--- config.mk ---
export PLATFORM = sky130hd
export DESIGN_NAME = traffic_phase_scheduler_flat
export DESIGN_NICKNAME = d
export VERILOG_FILES = /design/src/rtl/traffic_phase_scheduler_if.sv /design/src/rtl/traffic_phase_scheduler.sv /design/src/flat_wrapper.sv
export SDC_FILE = /design/constraint.sdc
export NUM_CORES = 1
export LEC_CHECK = 0
export ABC_AREA = 1
export CAP_MARGIN = 10
export CORE_MARGIN = 2
export CORE_UTILIZATION = 55
export DETAILED_ROUTE_END_ITERATION = 12
export GPL_TIMING_DRIVEN = 0
export PLACE_DENSITY = 0.8
export SLEW_MARGIN = 0
export SYNTH_ARGS = -nofsm -noshare
export SYNTH_HDL_FRONTEND = slang
export SYNTH_SLANG_ARGS = --single-unit
--- constraint.sdc ---
create_clock -name clk -period 5.8 [get_ports clk]
set_input_delay 0.87 -clock clk [delete_from_list [all_inputs] [get_ports clk]]
set_output_delay 0.87 -clock clk [all_outputs]
set_load 0.01 [all_outputs]
--- src/rtl/traffic_phase_scheduler_if.sv ---
// Signal bundle between the traffic controller environment and the phase scheduler.
// The master drives the timebase, sensors and requests; the slave drives the lamps and status.
interface traffic_phase_scheduler_if;
  logic       tick;
  logic [1:0] Sa;
  logic [1:0] Sb;
  logic [1:0] Sc;
  logic [1:0] Sd;
  logic [3:0] ped_req;
  logic [3:0] emerg;
  logic [2:0] Ta;
  logic [2:0] Tb;
  logic [2:0] Tc;
  logic [2:0] Td;
  logic [3:0] walk;
  logic [3:0] ped_pend;
  logic [1:0] phase;

  modport master (
    output tick, Sa, Sb, Sc, Sd, ped_req, emerg,
    input  Ta, Tb, Tc, Td, walk, ped_pend, phase
  );

  modport slave (
    input  tick, Sa, Sb, Sc, Sd, ped_req, emerg,
    output Ta, Tb, Tc, Td, walk, ped_pend, phase
  );
endinterface

--- src/rtl/traffic_phase_scheduler.sv ---
// Self-timed four-approach phase scheduler: picks the green side from demand, pedestrian
// requests and emergency preemption, and sequences it through green, orange and all-red.
module traffic_phase_scheduler #(
  parameter int unsigned MIN_GREEN = 10,
  parameter int unsigned MAX_GREEN = 30,
  parameter int unsigned ORANGE_T  = 3,
  parameter int unsigned ALLRED_T  = 2
) (
  input logic                     clk,
  input logic                     rst,
  traffic_phase_scheduler_if.slave bus
);

  typedef enum logic [1:0] {
    GREEN  = 2'd0,
    ORANGE = 2'd1,
    ALLRED = 2'd2
  } state_t;

  localparam logic [2:0] LAMP_GREEN  = 3'b001;
  localparam logic [2:0] LAMP_ORANGE = 3'b010;
  localparam logic [2:0] LAMP_RED    = 3'b100;
  localparam logic [4:0] ORANGE_LOAD = 5'(ORANGE_T - 1);
  localparam logic [4:0] ALLRED_LOAD = 5'(ALLRED_T - 1);
  localparam logic [5:0] MIN_LIM     = 6'(MIN_GREEN);
  localparam logic [5:0] MAX_LIM     = 6'(MAX_GREEN);

  state_t          state_q, state_d;
  logic [4:0]      timer_q, timer_d;
  logic [4:0]      gcnt_q, gcnt_d;
  logic [1:0]      phase_q, phase_d;
  logic [3:0]      ped_pend_q, ped_pend_d;
  logic [3:0]      walk_q, walk_d;
  logic [3:0][2:0] lamp_q, lamp_d;

  logic [3:0][1:0] sensor;
  logic [3:0][2:0] demand;
  logic [3:0]      phase_mask;
  logic [3:0]      sel_mask;
  logic [1:0]      sel;
  logic [5:0]      gcnt_next;
  logic            phase_is_max;
  logic            green_exit;

  assign sensor     = {bus.Sd, bus.Sc, bus.Sb, bus.Sa};
  assign phase_mask = 4'b0001 << phase_q;
  assign sel_mask   = 4'b0001 << sel;
  // Six bits so a saturated count of 31 still compares correctly against the limits.
  assign gcnt_next  = {1'b0, gcnt_q} + 6'd1;

  always_comb begin
    for (int i = 0; i < 4; i++) begin
      demand[i] = {1'b0, sensor[i]} + {2'b00, ped_pend_q[i]};
    end
  end

  // Emergency picks the lowest set side; otherwise highest demand, ties resolved by
  // searching phase+1 .. phase so the first strictly-greater candidate wins.
  always_comb begin
    logic [2:0] best;
    logic       found;
    logic [1:0] idx;
    sel   = phase_q + 2'd1;
    best  = '0;
    found = 1'b0;
    idx   = '0;
    if (|bus.emerg) begin
      for (int i = 3; i >= 0; i--) begin
        if (bus.emerg[i]) sel = 2'(i);
      end
    end else begin
      for (int k = 1; k <= 4; k++) begin
        idx = phase_q + 2'(k);
        if (!found || demand[idx] > best) begin
          sel   = idx;
          best  = demand[idx];
          found = 1'b1;
        end
      end
    end
  end

  always_comb begin
    phase_is_max = 1'b1;
    for (int i = 0; i < 4; i++) begin
      if (2'(i) != phase_q && demand[i] >= demand[phase_q]) phase_is_max = 1'b0;
    end
  end

  always_comb begin
    green_exit = 1'b0;
    if ((|(bus.emerg & ~phase_mask)) && !bus.emerg[phase_q]) begin
      green_exit = 1'b1;
    end else if (bus.emerg[phase_q]) begin
      green_exit = 1'b0;
    end else if (gcnt_next < MIN_LIM) begin
      green_exit = 1'b0;
    end else if (gcnt_next >= MAX_LIM || !phase_is_max) begin
      green_exit = 1'b1;
    end
  end

  function automatic logic [2:0] lamp_code(input state_t s);
    case (s)
      GREEN:   return LAMP_GREEN;
      ORANGE:  return LAMP_ORANGE;
      default: return LAMP_RED;
    endcase
  endfunction

  // NOTE: every signal driven here gets its default first, so no path leaves a latch behind.
  always_comb begin
    state_d    = state_q;
    timer_d    = timer_q;
    gcnt_d     = gcnt_q;
    phase_d    = phase_q;
    walk_d     = walk_q;
    ped_pend_d = ped_pend_q | (bus.ped_req & ((state_q == GREEN) ? ~phase_mask : 4'b1111));

    if (bus.tick) begin
      case (state_q)
        GREEN: begin
          if (green_exit) begin
            state_d = ORANGE;
            timer_d = ORANGE_LOAD;
            walk_d  = '0;
          end else begin
            gcnt_d = (gcnt_q == 5'd31) ? gcnt_q : gcnt_q + 5'd1;
          end
        end
        ORANGE: begin
          if (timer_q == '0) begin
            state_d = ALLRED;
            timer_d = ALLRED_LOAD;
          end else begin
            timer_d = timer_q - 5'd1;
          end
        end
        ALLRED: begin
          if (timer_q == '0) begin
            state_d    = GREEN;
            phase_d    = sel;
            gcnt_d     = '0;
            // A request landing on the entry edge is served by this green, not left pending.
            walk_d     = (ped_pend_q | bus.ped_req) & sel_mask;
            ped_pend_d = ped_pend_d & ~sel_mask;
          end else begin
            timer_d = timer_q - 5'd1;
          end
        end
        default: begin
          state_d = ALLRED;
          timer_d = ALLRED_LOAD;
        end
      endcase
    end

    for (int i = 0; i < 4; i++) begin
      lamp_d[i] = (2'(i) == phase_d) ? lamp_code(state_d) : LAMP_RED;
    end
  end

  // NOTE: state registers use non-blocking assignments so every flop samples pre-edge values.
  always_ff @(posedge clk or posedge rst) begin
    if (rst) begin
      state_q    <= ALLRED;
      timer_q    <= ALLRED_LOAD;
      gcnt_q     <= '0;
      phase_q    <= 2'd3;
      ped_pend_q <= '0;
      walk_q     <= '0;
      lamp_q     <= {4{LAMP_RED}};
    end else begin
      state_q    <= state_d;
      timer_q    <= timer_d;
      gcnt_q     <= gcnt_d;
      phase_q    <= phase_d;
      ped_pend_q <= ped_pend_d;
      walk_q     <= walk_d;
      lamp_q     <= lamp_d;
    end
  end

  assign bus.Ta       = lamp_q[0];
  assign bus.Tb       = lamp_q[1];
  assign bus.Tc       = lamp_q[2];
  assign bus.Td       = lamp_q[3];
  assign bus.walk     = walk_q;
  assign bus.ped_pend = ped_pend_q;
  assign bus.phase    = phase_q;

endmodule

--- src/flat_wrapper.sv ---
// flat-port wrapper written by rule: the top's interface ports become plain ports
module traffic_phase_scheduler_flat 
#(
  parameter int unsigned MIN_GREEN = 10,
  parameter int unsigned MAX_GREEN = 30,
  parameter int unsigned ORANGE_T  = 3,
  parameter int unsigned ALLRED_T  = 2
)
  (clk, rst, bus_tick, bus_Sa, bus_Sb, bus_Sc, bus_Sd, bus_ped_req, bus_emerg, bus_Ta, bus_Tb, bus_Tc, bus_Td, bus_walk, bus_ped_pend, bus_phase);
  traffic_phase_scheduler_if bus_i ();
  input logic clk;
  input logic rst;
  input wire logic [$bits(bus_i.tick)-1:0] bus_tick;
  input wire logic [$bits(bus_i.Sa)-1:0] bus_Sa;
  input wire logic [$bits(bus_i.Sb)-1:0] bus_Sb;
  input wire logic [$bits(bus_i.Sc)-1:0] bus_Sc;
  input wire logic [$bits(bus_i.Sd)-1:0] bus_Sd;
  input wire logic [$bits(bus_i.ped_req)-1:0] bus_ped_req;
  input wire logic [$bits(bus_i.emerg)-1:0] bus_emerg;
  output wire logic [$bits(bus_i.Ta)-1:0] bus_Ta;
  output wire logic [$bits(bus_i.Tb)-1:0] bus_Tb;
  output wire logic [$bits(bus_i.Tc)-1:0] bus_Tc;
  output wire logic [$bits(bus_i.Td)-1:0] bus_Td;
  output wire logic [$bits(bus_i.walk)-1:0] bus_walk;
  output wire logic [$bits(bus_i.ped_pend)-1:0] bus_ped_pend;
  output wire logic [$bits(bus_i.phase)-1:0] bus_phase;
  assign bus_i.tick = bus_tick;
  assign bus_i.Sa = bus_Sa;
  assign bus_i.Sb = bus_Sb;
  assign bus_i.Sc = bus_Sc;
  assign bus_i.Sd = bus_Sd;
  assign bus_i.ped_req = bus_ped_req;
  assign bus_i.emerg = bus_emerg;
  assign bus_Ta = bus_i.Ta;
  assign bus_Tb = bus_i.Tb;
  assign bus_Tc = bus_i.Tc;
  assign bus_Td = bus_i.Td;
  assign bus_walk = bus_i.walk;
  assign bus_ped_pend = bus_i.ped_pend;
  assign bus_phase = bus_i.phase;
  traffic_phase_scheduler #(.MIN_GREEN(MIN_GREEN), .MAX_GREEN(MAX_GREEN), .ORANGE_T(ORANGE_T), .ALLRED_T(ALLRED_T)) u_core (.clk(clk), .rst(rst), .bus(bus_i));
endmodule
After elaboration in Yosys (flattened, before gate mapping)
Index checks and enable logic that the tools add are counted.
- add/sub/neg operators: 10
- multiply operators: 0
- div/mod/pow operators: 0
- magnitude comparators: 13
- eq/ne operators: 15
- shift operators: 2
- mux-type cells: 64
- bitwise gates (word level): 8
- reductions and logical operators: 25
- operators by type and width (kind ; number):
    3-bit 2-to-1 mux ; 13
    2-bit 2-to-1 mux ; 15
    5-bit 2-to-1 mux ; 6
    3-bit binary-select mux with 2-bit select ; 4
    4-bit 2-to-1 mux ; 6
    4-bit AND ; 4
    5-bit one-hot mux with 3 select lines ; 1
    1-bit 2-to-1 mux ; 14
    2-bit by 1-bit adder with 3-bit output ; 4
    3-bit greater-or-equal comparator ; 4
    2-bit by 3-bit less-than comparator with 1-bit output, second input constant ; 4
    5-bit one-hot mux with 2 select lines ; 1
    3-bit > comparator ; 3
    4-bit inverter ; 2
    4-bit OR ; 2
    4-bit one-hot mux with 2 select lines ; 1
    4-bit OR reduction ; 2
    1-bit by 2-bit left shift with 4-bit output, first input constant ; 2
    5-bit by 1-bit adder with 6-bit output, second input constant ; 1
    6-bit by 5-bit greater-or-equal comparator with 1-bit output, second input constant ; 1
    2-bit zero test ; 3
    6-bit by 4-bit less-than comparator with 1-bit output, second input constant ; 1
    2-bit != test, second input constant ; 3
    2-bit one-hot mux with 3 select lines ; 1
    other kinds (22) ; 39
- flip-flop bits (word level): 34
- latch bits: 0
- RAM bits: 0
- bits in read-only memories: 0
- bits of input ports: 19
- memories: 0

Depth between registers and ports, before layout
- word-level depth: 22
- mapped depth: 34

Least setup slack after synthesis
Ideal clock, no wire load.
- path type: input to register
- start: input port bus_Sb[0]
- end: register u_core.lamp_q (netlist bit u_core.bus.Td[1])
- library setup time: 0.078 ns
- arrival time: 4.504 ns
- setup slack: 1.219 ns
- stages on the path: 31
- path buffers: 0
- cells stage by stage: ha_1 -> ha_1 -> inv_1 -> o21ai_0 -> inv_1 -> nand2_1 -> o21ai_0 -> ha_1 -> nand3b_1 -> nand2_1 -> o21ai_2 -> o31ai_1 -> ha_1 -> nand3b_1 -> nand2_1 -> nor2_1 -> a21oi_1 -> ha_1 -> a21oi_1 -> o21ai_1 -> nand2_1 -> nand2_1 -> nand2_1 -> nand2_1 -> nand3_1 -> nand2_1 -> nand2_1 -> nand2_1 -> inv_1 -> nand3_1 -> a21oi_1
- RTL lines (element ; RTL line ; RTL):
    start, declared ; flat_wrapper.sv:15 ; input wire logic [$bits(bus_i.Sb)-1:0] bus_Sb;
    end signal, assigned ; traffic_phase_scheduler.sv:172 ; lamp_q <= {4{LAMP_RED}};
    end signal, assigned ; traffic_phase_scheduler.sv:180 ; lamp_q <= lamp_d;
    end, declared ; traffic_phase_scheduler.sv:34 ; logic [3:0][2:0] lamp_q, lamp_d;

==> impl_metrics.yaml <==
sta:
  post-route-period-util_pct: 93.4
  maxSlewViolCount: 0
  worst_pin_slew_ns: 0.794
  setup_viol_count_final: 0
  period_minus_slack_ns: 5.41
  max_freq_ghz: 0.185
  finClkSkew_ns: 0.0118
  max_slew_margin_pct: 46.5
  tns_ns: 0
  hold_violations: 0
placement:
  placed_cells: 537
  gp_congestion: 0.948
  place_hpwl_mm: 5.97
  port_buffers: 40
final_layout:
  nets: 528
  fin_cells: 545
  mostFrequentLayoutCell: "nand2_1"
  layout-drive-gt1-share_pct: 11.8
  diodes: 0
  multi_input_area_um2: 1940
  area_growth_pct: 21.2
  final_cell_mix: "nand2_1, inv_1, clkdlybuf4s50_1, ha_1, nor2_1"
  final-seq-area_um2: 861
  fillers: 479
drt:
  drcViolationCount: 0
  ant_nets: 0
  wl_mm: 7.48
  routedWlPerCell_um: 13.7
  firstDrtPassIters: 5
  drt_iter0_drc: 243
  num_vias: 2924
  vias_per_cell: 5.37
clock_tree:
  insertion_delay_ns: 0.29
  h-tree-depth: 2
  cts_inserted_buffers: 5
  clk_path_buf_depth: 2
  tritoncts: "done"
  cts.sinks: 34
  cts_hold_buffers: 0
  cts-root-buf: "clkbuf_8"
  path_clk_slew_ns: 0.07
die:
  die_w_um: 78.3
  fp-row-count: 27
  die_h_um: 78.3
  start_util_pct: 56.2
  io_pins: 41
  die-area_um2: 6140
  core_area_um2: 5410
synthesis:
  seq_area_frac_synth_pct: 28.3
  synth-edff-count: 0
  synth.distinct_cells: 38
  synth_area_per_cell_um2: 7.17
  ys.flop_type: "dfrtp_1"
  synth_top_area_share_pct: 21.4
  netlist_area_um2: 3040
  synthArstFlopShare_pct: 100
  yosys.area.top_type: "dfrtp_1"
  synthTopCellsByArea: "dfrtp_1, ha_1, nand2_1, inv_1, dfstp_2"
  synth_seq_cells: 34
  syn_nets: 480
  yosysWarnings: 0
  synthCells: 424
setup_path:
  worst_setup_path_start_kind: "input pin"
  ff2ff_setup_slack_ns: 0.52
  r2r-start: "u_core.bus.phase[1]"
  r2r_end: "u_core.bus.Td[1]"
  rr_worst_depth: 30
  required_ns: 6.01
  crit_arrival_ns: 5.62
  cpMaxStageDelayCell: "clkdlybuf4s50_1"
  cp-end-kind: "flip-flop"
  cp_max_fo: 6
  crit_top_cell: "nand2_1"
  critPathKind: "in -> reg"
  slowest_delay_ns: 0.44
worst_hold_path:
  hold_depth: 2
  worstHoldStart: "u_core.bus.walk[2]"
  min_to: "u_core.bus.walk[2]"
  hp-class: "reg -> reg"
grt:
  globalRouteMet1Util_pct: 38.2
  gr-usage-all-layers_pct: 26.3
  grt_overflow_total: 0
  grt_max_degree: 25
  grt_pass1_wl_mm: 12.7
  met3_usage_pct: 6.09
  gr-max-usage-layer: "met2"
  met2_usage_pct: 40.1
  grt_pass1_vias: 2689
  antenna_found_initial: 0
status:
  status: "complete, no violations"
flow_run:
  maxCapViolCount: 0
how the worst max path moves through the flow:
stage | startpoint | end | cells after the start
global placement | bus_Sd[0] | u_core.bus.Td[1] | 33
finish | bus_Sa[0] | u_core.bus.Td[1] | 32
detailed placement | bus_Sb[0] | u_core.bus.Td[1] | 32
CTS | bus_Sb[0] | u_core.bus.Td[1] | 32
floorplan | bus_Sb[0] | u_core.bus.Td[1] | 31
global route | bus_Sa[0] | u_core.bus.Tb[1] | 31
logic make-up after synthesis:
| kind of cell | Yosys count | synth area share (%) |
|---|---|---|
| DFF | 34 | 28.3 |
| AOI/OAI and AO/OA | 79 | 14.9 |
| buffers and inverters | 69 | 8.85 |
| and+or+nand+nor | 200 | 31.3 |
| adders and majority gates | 37 | 15.2 |
| xor gates and xnor gates | 5 | 1.44 |
synthesized netlist by cell type, types with 5 or more instances:
cell type,instances
a21oi_1,24
o21ai_0,32
ha_1,37
inv_1,60
nand3_1,25
nand2_2,7
nand2_1,105
o21ai_2,5
nand4_1,6
clkbuf_1,5
dfstp_2,8
dfrtp_1,26
nor2_1,34
worst max-delay path: cells and delay by family:
| kind | cells | cell delay [ns] |
|---|---|---|
| AOI/OAI and AO/OA | 8 | 1.06 |
| adders and majority gates | 5 | 1.50 |
| buffers and inverters | 3 | 0.67 |
| and+or+nand+nor | 16 | 1.51 |
through the flow:
step | setup slack (ns) | hold WS, ns | util [%] | instance area (um2)
6_report | 0.385 | 0.494 | 68.1 | 3680
5_1_grt | -0.0241 | 0.517 | 68.1 | 3680
4_1_cts | 0.252 | 0.495 | 67.5 | 3650
3_5_place_dp | -0.0441 | 0.475 | 65.8 | 3560
3_3_place_gp | 0.190 | 0.472 | 65.3 | 3530
2_1_floorplan | 1.22 | 0.459 | - | 3040
repair_timing:
| item | CTS | global route |
|---|---|---|
| buffers inserted | 0 | 1 |
| setup endpoints to repair | 0 | 13 |
| gates resized for setup | 0 | 7 |
sequential cells by signal (all words and copies together) (netlist names):
signal	cells
u_core.bus.phase	2
u_core.timer_q	5
u_core.bus.walk	4
u_core.bus.Tc	3
u_core.state_q	2
u_core.bus.ped_pend	4
u_core.bus.Tb	3
u_core.bus.Td	3
u_core.bus.Ta	3
u_core.gcnt_q	5
final cells by class:
class                   instances  area share [%]
clock buffers                   7            2.34
repair buffers                 42            11.8
clock inverters                 1           0.136
well taps                      72            2.45
flip-flops and latches         34            23.4
plain buffers                   6           0.815
inverters                      62            6.39
multi-input cells             321            52.7
routing by layer:
layer,vias up,wire length (um)
met1,1329,3550
met3,10,537
met4,0,74
met5,-,0
li1,1476,-
met2,109,3320
Power is left out: the tool's default activity adds up to more than one toggle a clock period on the data nets, which glitch-free logic cannot reach.
